===== src/rtl/op_quiz_pkg.sv =====
// op_quiz_pkg: shared states, operator codes, segment patterns and puzzle helpers
// Segment patterns are abcdefg with a in bit 6, active-high.
package op_quiz_pkg;
  typedef enum logic [2:0] {S_IDLE, S_GEN, S_ASK, S_JUDGE, S_OVER} state_t;
  localparam logic [1:0] OP_ADD = 2'd0;
  localparam logic [1:0] OP_SUB = 2'd1;
  localparam logic [1:0] OP_MUL = 2'd2;
  localparam logic [6:0] SEG_BLANK = 7'b0000000;
  localparam logic [6:0] SEG_0 = 7'b1111110;
  localparam logic [6:0] SEG_1 = 7'b0110000;
  localparam logic [6:0] SEG_2 = 7'b1101101;
  localparam logic [6:0] SEG_3 = 7'b1111001;
  localparam logic [6:0] SEG_4 = 7'b0110011;
  localparam logic [6:0] SEG_5 = 7'b1011011;
  localparam logic [6:0] SEG_6 = 7'b1011111;
  localparam logic [6:0] SEG_7 = 7'b1110000;
  localparam logic [6:0] SEG_8 = 7'b1111111;
  localparam logic [6:0] SEG_9 = 7'b1111011;
  // Fibonacci taps 16,14,13,11 as bit positions 15,13,12,10
  localparam logic [15:0] LFSR_TAPS = 16'hB400;
  function automatic logic [3:0] dig(input logic [3:0] x);
    return x >= 4'd10 ? x - 4'd10 : x;
  endfunction
  // Single-digit operator result, mod 10; operands are always 0..9
  function automatic logic [3:0] calc(input logic [1:0] op, input logic [3:0] a, input logic [3:0] b);
    logic [4:0] s;
    logic [7:0] p;
    s = {1'b0, a} + {1'b0, b};
    p = {4'd0, a} * {4'd0, b};
    return op == OP_ADD ? (s >= 5'd10 ? 4'(s - 5'd10) : s[3:0]) :
           op == OP_SUB ? (a >= b ? a - b : a + 4'd10 - b) :
           op == OP_MUL ? 4'(p % 8'd10) : 4'd0;
  endfunction
endpackage


===== src/rtl/seg7_dec.sv =====
// seg7_dec: 4-bit digit to abcdefg segments, 10..15 blank
// d: binary digit in; seg: active-high segments out
module seg7_dec
  import op_quiz_pkg::*;
(
  input  logic [3:0] d,
  output logic [6:0] seg
);
  always_comb begin
    case (d)
      4'd0: seg = SEG_0;
      4'd1: seg = SEG_1;
      4'd2: seg = SEG_2;
      4'd3: seg = SEG_3;
      4'd4: seg = SEG_4;
      4'd5: seg = SEG_5;
      4'd6: seg = SEG_6;
      4'd7: seg = SEG_7;
      4'd8: seg = SEG_8;
      4'd9: seg = SEG_9;
      default: seg = SEG_BLANK;
    endcase
  end
endmodule


===== src/rtl/op_quiz_engine.sv =====
// op_quiz_engine: LFSR operator quiz with round timeout, lives and BCD score
// clk/reset: clock, async active-high reset; start/switch: async buttons;
// tick: divider pulse; num1..3 + led1..3: puzzle digits and segments;
// score_*_led: score segments; lives, round_ok, round_fail, game_over: game status.
module op_quiz_engine
  import op_quiz_pkg::*;
#(
  parameter int          N_OPS       = 3,
  parameter int          LIVES       = 3,
  parameter int          ROUND_TICKS = 8,
  parameter logic [15:0] SEED        = 16'hACE1
) (
  input  logic             clk,
  input  logic             reset,
  input  logic             start,
  input  logic [N_OPS-1:0] switch,
  input  logic             tick,
  output logic [3:0]       num1,
  output logic [3:0]       num2,
  output logic [3:0]       num3,
  output logic [6:0]       led1,
  output logic [6:0]       led2,
  output logic [6:0]       led3,
  output logic [6:0]       score_tens_led,
  output logic [6:0]       score_ones_led,
  output logic [2:0]       lives,
  output logic             round_ok,
  output logic             round_fail,
  output logic             game_over
);
  state_t state, next;
  logic st_s1, st_s2, st_prev, start_edge;
  logic [N_OPS-1:0] sw_s1, sw_s2, sw_prev, sw_edge, ans, hit;
  logic [15:0] lfsr;
  logic [7:0] timer;
  logic [3:0] tens, ones, g1, g2, g3;
  logic [1:0] gop;
  logic [6:0] s1, s2, s3;
  logic correct, timeout, show;
  always_ff @(posedge clk or posedge reset) begin
    if (reset) begin
      {st_s1, st_s2, st_prev} <= '0;
      sw_s1 <= '0;
      sw_s2 <= '0;
      sw_prev <= '0;
    end else begin
      st_s1 <= start;
      st_s2 <= st_s1;
      st_prev <= st_s2;
      sw_s1 <= switch;
      sw_s2 <= sw_s1;
      sw_prev <= sw_s2;
    end
  end
  assign start_edge = st_s2 & ~st_prev;
  assign sw_edge = sw_s2 & ~sw_prev;
  assign g1 = dig(lfsr[3:0]);
  assign g2 = dig(lfsr[7:4]);
  assign gop = 2'(int'(lfsr[9:8]) % N_OPS);
  assign g3 = calc(gop, g1, g2);
  // Any operator reproducing num3 is accepted, not just the generating one
  always_comb begin
    hit = '0;
    for (int i = 0; i < N_OPS; i++) hit[i] = calc(2'(i), num1, num2) == num3;
  end
  assign correct = $onehot(ans) && |(ans & hit);
  assign timeout = tick && timer == 8'd1;
  always_ff @(posedge clk or posedge reset) begin
    if (reset) state <= S_IDLE;
    else state <= next;
  end
  always_comb begin
    next = state;
    case (state)
      S_IDLE:  next = start_edge ? S_GEN : S_IDLE;
      S_GEN:   next = S_ASK;
      S_ASK:   next = (|sw_edge || timeout) ? S_JUDGE : S_ASK;
      S_JUDGE: next = (!correct && lives == 3'd1) ? S_OVER : S_GEN;
      S_OVER:  next = start_edge ? S_GEN : S_OVER;
      default: next = S_IDLE;
    endcase
  end
  always_ff @(posedge clk or posedge reset) begin
    if (reset) begin
      lfsr <= SEED;
      {num1, num2, num3} <= '0;
      timer <= '0;
      tens <= '0;
      ones <= '0;
      lives <= 3'(LIVES);
      ans <= '0;
      round_ok <= 1'b0;
      round_fail <= 1'b0;
    end else begin
      lfsr <= {lfsr[14:0], ^(lfsr & LFSR_TAPS)};
      round_ok <= state == S_JUDGE && correct;
      round_fail <= state == S_JUDGE && !correct;
      if ((state == S_IDLE || state == S_OVER) && start_edge) begin
        tens <= '0;
        ones <= '0;
        lives <= 3'(LIVES);
      end
      if (state == S_GEN) begin
        num1 <= g1;
        num2 <= g2;
        num3 <= g3;
        timer <= 8'(ROUND_TICKS);
      end
      // A timeout leaves ans at zero, which judges as wrong
      if (state == S_ASK) begin
        ans <= sw_edge;
        if (tick && timer != 8'd0) timer <= timer - 8'd1;
      end
      if (state == S_JUDGE && correct && !(tens == 4'd9 && ones == 4'd9)) begin
        ones <= ones == 4'd9 ? 4'd0 : ones + 4'd1;
        if (ones == 4'd9) tens <= tens + 4'd1;
      end
      if (state == S_JUDGE && !correct) lives <= lives - 3'd1;
    end
  end
  assign game_over = state == S_OVER;
  assign show = state == S_GEN || state == S_ASK || state == S_JUDGE;
  seg7_dec u_d1 (.d(num1), .seg(s1));
  seg7_dec u_d2 (.d(num2), .seg(s2));
  seg7_dec u_d3 (.d(num3), .seg(s3));
  seg7_dec u_st (.d(tens), .seg(score_tens_led));
  seg7_dec u_so (.d(ones), .seg(score_ones_led));
  assign led1 = show ? s1 : SEG_BLANK;
  assign led2 = show ? s2 : SEG_BLANK;
  assign led3 = show ? s3 : SEG_BLANK;
endmodule


===== config.mk =====
export PLATFORM = sky130hd
export DESIGN_NAME = op_quiz_engine
export DESIGN_NICKNAME = d
export VERILOG_FILES = /design/src/rtl/op_quiz_pkg.sv /design/src/rtl/seg7_dec.sv /design/src/rtl/op_quiz_engine.sv
export SDC_FILE = /design/constraint.sdc
export NUM_CORES = 1
export LEC_CHECK = 0
export ABC_CLOCK_PERIOD_IN_PS = 5900
export CAP_MARGIN = 30
export CORE_MARGIN = 10
export CORE_UTILIZATION = 40
export CTS_BUF_LIST = sky130_fd_sc_hd__clkbuf_4 sky130_fd_sc_hd__clkbuf_8 sky130_fd_sc_hd__clkbuf_16
export DETAILED_ROUTE_END_ITERATION = 6
export PLACE_DENSITY = 0.6
export RECOVER_POWER = 100
export SYNTH_ARGS = -nofsm -noshare
export SYNTH_HDL_FRONTEND = slang
export SYNTH_SLANG_ARGS = --single-unit

===== constraint.sdc =====
create_clock -name clk -period 5.9 [get_ports clk]
set_input_delay 1.18 -clock clk [delete_from_list [all_inputs] [get_ports clk]]
set_output_delay 1.18 -clock clk [all_outputs]
set_load 0.02 [all_outputs]

Word level (Yosys, flattened, before mapping). Memory sizes are Yosys's and may differ from the RTL's. Index checks and enable logic that the tools add are counted.

$add $sub $neg: 18. Multiply operators: 2. Divide/modulo/power cells: 3. Order comparisons: 6. Equal/unequal tests: 14. Shift operators: 0. Mux-type cells: 28. Bitwise logic cells: 5. Reduce and logical (&&, ||, !) cells: 23.

Operators by type and width (number): 4-bit two-way mux (15); 3-bit by 3-bit remainder unit with 32-bit output (second input constant) (1); 8-bit two-way mux (3); 7-bit two-way mux (3); 8-bit by 4-bit remainder unit with 8-bit output (second input constant) (2); 4-bit by 4-bit multiplier with 8-bit output (2); 16-bit parity (1); 4-bit subtractor (4); 4-bit subtractor (second input constant) (4); 3-bit case mux with 5 select lines (1); 4-bit == test (3); 3-bit two-way mux (4); 4-bit by 4-bit adder with 5-bit output (2); 5-bit by 4-bit >= comparator with 1-bit output (second input constant) (2); 1-bit logical AND (9); 4-bit by 1-bit adder with 4-bit output (second input constant) (2); 4-bit adder (second input constant) (2); 4-bit == test (second input constant) (2); 8-bit by 1-bit == test with 1-bit output (second input constant) (1); 4-bit >= comparator (2); 4-bit >= comparator (second input constant) (2); 8-bit nonzero test (1); 8-bit by 1-bit subtractor with 8-bit output (second input constant) (1); 3-bit bitwise AND (2); 18 further kinds (28).

Bits in registers: 67. Bits in latches: 0. Bits in writable memories: 0. ROM bits: 560. Input bits: 7. Memories kept: 5.

Memories: (no name shown) (depth 16, bits a word 7, read ports 1, clocked after Yosys merged registers in 0, wr ports 0, RTL line seg7_dec.sv:10) `case (d)`; (no name shown) (depth 16, bits a word 7, read ports 1, clocked after Yosys merged registers in 0, wr ports 0, RTL line seg7_dec.sv:10); (no name shown) (depth 16, bits a word 7, read ports 1, clocked after Yosys merged registers in 0, wr ports 0, RTL line seg7_dec.sv:10); (no name shown) (depth 16, bits a word 7, read ports 1, clocked after Yosys merged registers in 0, wr ports 0, RTL line seg7_dec.sv:10); (no name shown) (depth 16, bits a word 7, read ports 1, clocked after Yosys merged registers in 0, wr ports 0, RTL line seg7_dec.sv:10).

Depth between registers and ports, before layout. Gate-level depths: netlist of the first run.

Word-level depth: 11. Depth in mapped cells: 27. Gate-level depth less buffers: 26.

Modules after synthesis. From an unflattened synthesis of the first run, not the netlist that was laid out.

Cell total of the unflattened synthesis: 824. Area total of the unflattened synthesis: 7337.0 µm².

By module, submodules not included: op_quiz_engine (instances 1, cells each 686, area an instance 6256.0 µm², sequential area each 1689.1 µm²); seg7_dec at u_d1 ... (instances 4, cells each 28, area an instance 219.0 µm², sequential area each 0.0 µm²); seg7_dec at u_d3 (instances 1, cells each 26, area an instance 205.2 µm², sequential area each 0.0 µm²).

Worst setup path before layout of the first run. OpenSTA, ideal clock, no wires.

Kind: reg-to-reg. Start point: reg num2[2]. End point: reg lives[2]. Arrival: 6.655 ns. Required time: 5.821 ns. Setup slack: -0.834 ns. Stages on the path, launching flop included: 26. Period minus slack after synthesis: 6.734 ns. Cell sequence: dfrtp_1 clkbuf_1 nand2_1 fa_1 inv_1 fa_1 inv_1 fa_1 nand2b_1 a31oi_4 xor2_2 inv_2 ha_1 nor3b_1 or3_1 buf_6 a211oi_2 a21boi_4 or4b_1 a21boi_2 nor4_1 o21a_1 a211o_4 a211oi_4 mux2_1 mux2i_1.

Cells in the longest elaborated chain, start to end: 10. Elaborated cells between the ends (all ways): 20. Classes of those cells: add/sub: 4; mul: 1; div: 1; order compare: 2; eq/ne: 3; mux: 3; bitwise: 1; reduce/logical: 5.

Ends and longest elaborated chain: start, declared (RTL line op_quiz_engine.sv:19) `output logic [3:0] num2,`; start signal, assigned (RTL line op_quiz_engine.sv:105) `num2 <= g2;`; parallel branches: the longest is 4 deep, another holds 4-bit by 4-bit multiplier with 8-bit output; 3-bit bitwise AND (*) (RTL line op_quiz_engine.sv:66) `assign correct = $onehot(ans) && |(ans & hit);`; 3-bit OR reduction (*) (RTL line op_quiz_engine.sv:66); 1-bit logical AND (*) (RTL line op_quiz_engine.sv:66); 1-bit zero test (*) (RTL line op_quiz_engine.sv:118) `if (state == S_JUDGE && !correct) lives <= lives - 3'd1;`; 1-bit logical AND (*) (RTL line op_quiz_engine.sv:118); 3-bit two-way mux / 2-bit nonzero test (equally long branches); end signal, assigned (RTL line op_quiz_engine.sv:90) `lives <= 3'(LIVES);`; end signal, assigned (RTL line op_quiz_engine.sv:101) `lives <= 3'(LIVES);`; end signal, assigned (RTL line op_quiz_engine.sv:118); end, declared (RTL line op_quiz_engine.sv:26) `output logic [2:0] lives,`.

Every way passes the cells marked *. A chain may end at the register's enable or synchronous reset.

Final worst setup path of the first run.
Start point: reg num1[2]. End point: reg lives[2].

Cells in the longest elaborated chain, start to end: 10. Elaborated cells between the ends (all ways): 21. Classes of those cells: add/sub: 5; mul: 1; div: 1; order compare: 2; eq/ne: 3; mux: 3; bitwise: 1; reduce/logical: 5.

Ends and longest elaborated chain: start, declared (RTL line op_quiz_engine.sv:18) `output logic [3:0] num1,`; start signal, assigned (RTL line op_quiz_engine.sv:104) `num1 <= g1;`; parallel branches: the longest is 4 deep, another holds 4-bit by 4-bit multiplier with 8-bit output; 3-bit bitwise AND (*) (RTL line op_quiz_engine.sv:66); 3-bit OR reduction (*) (RTL line op_quiz_engine.sv:66); 1-bit logical AND (*) (RTL line op_quiz_engine.sv:66); 1-bit zero test (*) (RTL line op_quiz_engine.sv:118); 1-bit logical AND (*) (RTL line op_quiz_engine.sv:118); 3-bit two-way mux / 2-bit nonzero test (equally long branches).

Marks and branches as above.

==> metrics.cfg, run 1 <==
[floorplan]
fp.dieW_um=151
io_pins=60
fp.coreArea_sq_um=16800
initial_core_util_pct=41.2
die_y_um=151
die_area_sq_um=22900
placementRows=47

[pwr]
switchingPower_uw=1030
power_frac_clock_pct=22.5
seqPwrFrac_pct=25.3
p_per_area_nw_per_um2=284
power.total_uw=2440
swShare_pct=42.2
ir_drop_mv=0.155
internal_power_uw=1410
cellLeakagePower_uw=0.00383
p_comb_share_pct=52.2

[finish]
drive_above_1_share_pct=15.6
antenna_cells=0
final_area_sq_um=8570
fin_util_pct=51.1
area_delta_synth_final_pct=24.0
nets=1024

[timing]
setup_tns_ns=0
worst_pin_slew_ns=2.82
fmax_ghz=0.172
hold_viol_final=0
report.final.slew_viol_count=55
rsz0062_at_grt=yes
period_needed_ns=5.81
slew-limit-headroom_pct=-88.0
skew_ns=0.00443
finalCritPeriodShare_pct=98.5
setup_viol=0

[worst_hold_path]
min_path_type=reg -> reg
hold_path.startpoint=sw_s1[1]

[grt]
grt_pass1_vias=5610
grt_use_total_pct=14.1
grt_pass1_wl_mm=27.1
grt_overflow=0
grt_max_degree=55
antenna_found_initial=0

[clocking]
cts_tree=done
htree_levels=3
root_buffer=clkbuf_16
clkSlewWorstSetupHoldPaths_ns=0.06
numCtsBuffers=9
clk_path_buf_depth=2
clk_latency_ns=0.33
clock-sinks=67

[critical_path]
critPathSlowestCell=fa_1
crit_family=compound AO/OA/AOI/OAI gates
critPathMaxFanout=6
cp_cell_sequence=nand2_2 -> fa_1 -> inv_1 -> fa_1 -> inv_1 -> fa_2 -> nand2b_4 -> a31oi_4 -> xor2_4 -> inv_2 -> ha_4 -> nor3b_4 -> or3_4 -> a211oi_4 -> a21boi_4 -> or4b_4 -> a21boi_2 -> nor4_2 -> o2111a_1 -> a211o_4 -> a211oi_4 -> mux2_4 -> mux2i_1
startpoint=num1[2]
cp_slowest_stage_delay_ns=0.50
cp-end-kind=register
critPathKind=reg -> reg
crit_buf_inv=3
cp-start-kind=register
crit_required_ns=6.16
arrival_ns=6.07
r2r_start=num1[2]

[yosys]
ys_ff_latch=67
synth_common_cells=ha_1 (87), inv_1 (80), nor2_1 (78)
synth_area_leaders=dfrtp_1 (21%), ha_1 (16%), fa_1 (4.9%)
synth_most_common_cell=ha_1
syn_inst=814
syn_area_per_cell_sq_um=8.49
ys_types=90
synth_edf_count=0
syn-cell-area_sq_um=6910
synth_top_area_share_pct=20.6
ys.flop_type=dfrtp_1
async_flop_share_pct=100
ys_seq_area_share_pct=24.4
synth.largest_area_cell=dfrtp_1
syn-num-nets=925
yosys_warnings=0

[routing]
drt_iter0_markers=240
via_per_inst=5.24
drcViolationCount=0
antenna_left=0
routed_wl_mm=16.2
vias=5960
drtPass1Iterations=4
wire_per_inst_um=14.2

[placement]
placed_cell_area_sq_um=8120
port-buffer-count=59
dp_hpwl_mm=12.7
routabilityCongestion=0.867

[run_status]
status=finished, violations left
violations=capacitance limit, slew limit

[run]
maxCapViolations=1

## layout by cell type (no fill, tap or decap), drive strengths merged, types with 6 or more instances in the layout
master	n
o21ai	38
xnor2	25
o21a	6
mux2i	9
a21oi	64
xor2	12
buf	53
nor2	79
a21o	9
dfrtp	57
ha	87
fa	17
nor3	20
o211ai	9
and2	11
clkbuf	11
a31oi	12
nor2b	8
a211o	8
mux2	6
nor3b	6
nand2b	22
nand3	21
dlygate4sd3	57
nand2	61
o22ai	10
nor4	8
dfstp	10
a211oi	13
inv	83
## area by class of cell
class | instances | area (sq um)
inverter | 82 | 308
clock inverter | 6 | 71.3
multi-input combinational | 640 | 4980
timing repair buffer | 113 | 992
sequential | 67 | 1700
tap | 220 | 275
fill | 1604 | 8190
clock buffer | 10 | 239
## flip-flops by register name, summed over array words and instances (netlist names)
name        count
ans             3
lfsr           16
lives           3
num1            4
num2            4
num3            4
ones            4
round_fail      1
round_ok        1
st_prev         1
st_s1           1
st_s2           1
state           3
sw_prev         3
sw_s1           3
sw_s2           3
tens            4
timer           8
## layer usage
metal	track usage [%]	vias up	routed length, um
met4	3.51	0	146
li1	-	3063	-
met3	2.39	13	416
met1	18.7	2816	7640
met2	23.4	68	7990
met5	0	-	0
## stage by stage
| step | cells | worst slack, ns | hold slack, ns |
|---|---|---|---|
| detailed placement | 1116 | -0.0118 | 0.335 |
| global placement | 1116 | 0.0444 | 0.334 |
| floorplan | 814 | -0.348 | 0.331 |
| finish | 1138 | 0.0868 | 0.347 |
| global route | 1138 | -0.225 | 0.364 |
| CTS | 1132 | 0.00841 | 0.348 |
## what timing repair did
action	CTS	global route
hold endpoints to repair	0	0
hold buffers	0	0
resized for setup	0	21
pin swaps	1	11
cloned	0	1
setup buffers	0	5
setup endpoints to repair	2	16
## worst paths after layout
| check | endpoint | slack (ns) | depth (start not counted) |
|---|---|---|---|
| min in group asynchronous | timer[2] | 1.31 | 2 |
| worst min register to register | sw_s2[1] | 0.35 | 0 |
| worst max register to register | lives[2] | 0.09 | 23 |
| max in group asynchronous | num2[2] | 1.35 | 3 |
| worst max-delay path | lives[2] | 0.09 | 23 |
| worst min-delay path | sw_s2[1] | 0.35 | 0 |
## power groups by stage
stage | sequential, uW | combinational [uW] | clock (uW)
after floorplan | 642 | 809 | 0
after global routing | 630 | 1430 | 583
after detailed placement | 627 | 1320 | 0
after CTS | 619 | 1330 | 563
final | 616 | 1270 | 548
after global placement | 625 | 1320 | 0
## logic make-up (layout without fill, tap and decap cells)
| group | Yosys count | after routing | synth area share, % |
|---|---|---|---|
| adders and majority gates | 106 | 106 | 21.0 |
| DFF | 67 | 67 | 24.4 |
| xor gates and xnor gates | 37 | 37 | 4.80 |
| buffers and inverters | 108 | 211 | 6.17 |
| muxes | 15 | 15 | 2.28 |
| and+or+nand+nor | 264 | 264 | 18.9 |
| AOI/OAI and AO/OA | 217 | 218 | 22.4 |
Note: power is estimated with default switching activity, not from simulation.
==> run 2: changes to the inputs <==
--- a/config.mk
+++ b/config.mk
@@ -7,7 +7,6 @@
 export LEC_CHECK = 0
 export ABC_CLOCK_PERIOD_IN_PS = 5900
 export CAP_MARGIN = 30
-export CORE_MARGIN = 10
 export CORE_UTILIZATION = 40
 export CTS_BUF_LIST = sky130_fd_sc_hd__clkbuf_4 sky130_fd_sc_hd__clkbuf_8 sky130_fd_sc_hd__clkbuf_16
 export DETAILED_ROUTE_END_ITERATION = 6
==> metrics.cfg, run 2 (synthesis results as in run 1) <==
[run_status]
status=finished, violations left
violations=capacitance limit, slew limit

[finish]
nets=1022
seqCellArea_sq_um=1700
top_regs=lfsr x16, timer x8
final_area_sq_um=8600
regMostFlops=lfsr
drive_above_1_share_pct=17.0
final_common_cell=ha_1
most-common-layout-cells=ha_1 (83), inv_1 (79), nor2_1 (76)
fillers=1626
multi_input_area_sq_um=5040
area_delta_synth_final_pct=24.4
antenna_cells=0
largest_register_ffs=16

[pwr]
p_comb_share_pct=54.2
ir_drop_mv=0.168
p_per_area_nw_per_um2=286
cellLeakagePower_uw=0.00383
switchingPower_uw=1030
power.total_uw=2460
power_frac_clock_pct=20.6
internal_power_uw=1430
swShare_pct=42.0
seqPwrFrac_pct=25.2

[critical_path]
cp-start-kind=register
cp_slowest_stage_delay_ns=0.51
cp-end-kind=register
r2r_start=num2[1]
r2r-end=lives[2]
critPathSlowestCell=or4b_4
critPathKind=reg -> reg
arrival_ns=6.08
r2r_slack_ns=0.09
worst-r2r-cell-count=23
cp_cell_sequence=nand2_2 -> fa_1 -> inv_1 -> fa_1 -> inv_1 -> fa_2 -> nand2b_4 -> a31oi_4 -> xor2_4 -> inv_2 -> ha_4 -> nor3b_4 -> or3_4 -> a211oi_4 -> a21boi_4 -> or4b_4 -> a21boi_4 -> nor4_4 -> o21a_1 -> a211o_4 -> a211oi_4 -> mux2_4 -> mux2i_1
crit_required_ns=6.16
critPathMaxFanout=5

[clocking]
numCtsBuffers=9
clock-sinks=67
root_buffer=clkbuf_16
htree_levels=3
cts_tree=done
clk_path_buf_depth=2
clk_latency_ns=0.34
clkSlewWorstSetupHoldPaths_ns=0.06

[routing]
wire_per_inst_um=14.1
drtPass1Iterations=4
drcViolationCount=0
routed_wl_mm=16.0
vias=6008
drt_iter0_markers=248
antenna_left=0
via_per_inst=5.29

[timing]
holdWs_ns=0.347
period_needed_ns=5.81
setup_viol=0
fmax_ghz=0.172
hold_viol_final=0
rsz0062_at_grt=yes
finalCritPeriodShare_pct=98.5
skew_ns=0.00573
worst_pin_slew_ns=1.77
report.final.slew_viol_count=35
slew-limit-headroom_pct=-18.1

[worst_hold_path]
min_path_type=reg -> reg
worstHoldEndpoint=sw_s2[2]
min_path_cells=0
hold_path.startpoint=sw_s1[2]

[floorplan]
placementRows=47
initial_core_util_pct=41.4
fp.dieW_um=133
fp.coreArea_sq_um=16700
io_pins=60
die_y_um=133
die_area_sq_um=17800

[run]
maxCapViolations=1

[placement]
dp_hpwl_mm=12.3
port-buffer-count=59
routabilityCongestion=0.858
placed_cell_area_sq_um=8090

[grt]
grt_max_degree=35
grt_pass1_wl_mm=28.0
antenna_found_initial=0
grt_overflow=0
grt_pass1_vias=5882
grt_use_total_pct=19.2

==> run 2: cell count changes in the layout (fill, tap and decap cells not counted), sizes merged <==
cell and delta:
bufinv -1, a31oi -1, clkbuf +1, clkinvlp +1, clkinv +1, dlygate4sd3 -36
clkdlybuf4s50 +36, inv -2, buf -1
==> run 2: worst max-delay path by stage <==
| stage | from | to | depth (start not counted) |
|---|---|---|---|
| after floorplan | num1[2] | lives[2] | 25 |
| after global placement | num1[0] | lives[2] | 24 |
| after detailed placement | num1[2] | lives[2] | 23 |
| after CTS | num2[3] | lives[2] | 23 |
| after global routing | num1[2] | lives[2] | 23 |
| final | num2[1] | lives[2] | 23 |
==> run 2: layer usage <==
layer  GRT usage (%)  share of wire, %  vias to the layer above
li1                -                 -                     3065
met3            3.35               3.2                       17
met4            5.11               1.3                        0
met1            25.4                48                     2843
met2            32.1                48                       83
met5               0                 0                        -
==> run 2: worst max-delay path, delay by kind of cell (launching register included) <==
family | cells | cell delay, ns
AOI/OAI and AO/OA | 7 | 1.77
adders and majority gates | 4 | 1.48
and+or+nand+nor | 6 | 1.31
muxes | 2 | 0.44
DFF | 1 | 0.39
buffers and inverters | 3 | 0.19
xor gates and xnor gates | 1 | 0.17
==> run 2: final cells by class <==
type | count | share of cell area (%)
clock inverter | 5 | 0.466
clock buffer | 11 | 2.87
multi-input combinational | 639 | 58.6
sequential | 67 | 19.7
tap | 220 | 3.20
inverter | 82 | 3.58
timing repair buffer | 112 | 11.6
==> run 2: power by group through the flow <==
stage	Combinational [uW]	Clock [uW]	Sequential, uW
finish	1330	506	621
global route	1480	540	634
CTS	1320	520	619
detailed placement	1310	0	626
global placement	1300	0	626
floorplan	809	0	642
==> run 2: what timing repair did <==
| item | in CTS | in global routing |
|---|---|---|
| pin swaps | 3 | 15 |
| endpoints found under the setup margin | 1 | 16 |
| hold buffers | 0 | 0 |
| buffers inserted | 2 | 6 |
| resized for setup | 5 | 33 |
==> run 2: stage by stage <==
step | std cells | utilization, % | setup WS, ns | TNS (ns)
2_1_floorplan | 814 | - | -0.348 | -1.52
3_3_place_gp | 1112 | 48.4 | 0.0536 | 0
3_5_place_dp | 1112 | 48.4 | -0.0137 | -0.0137
4_1_cts | 1130 | 50.4 | 0.0253 | 0
5_1_grt | 1136 | 51.5 | -0.153 | -0.640
6_report | 1136 | 51.5 | 0.0862 | 0
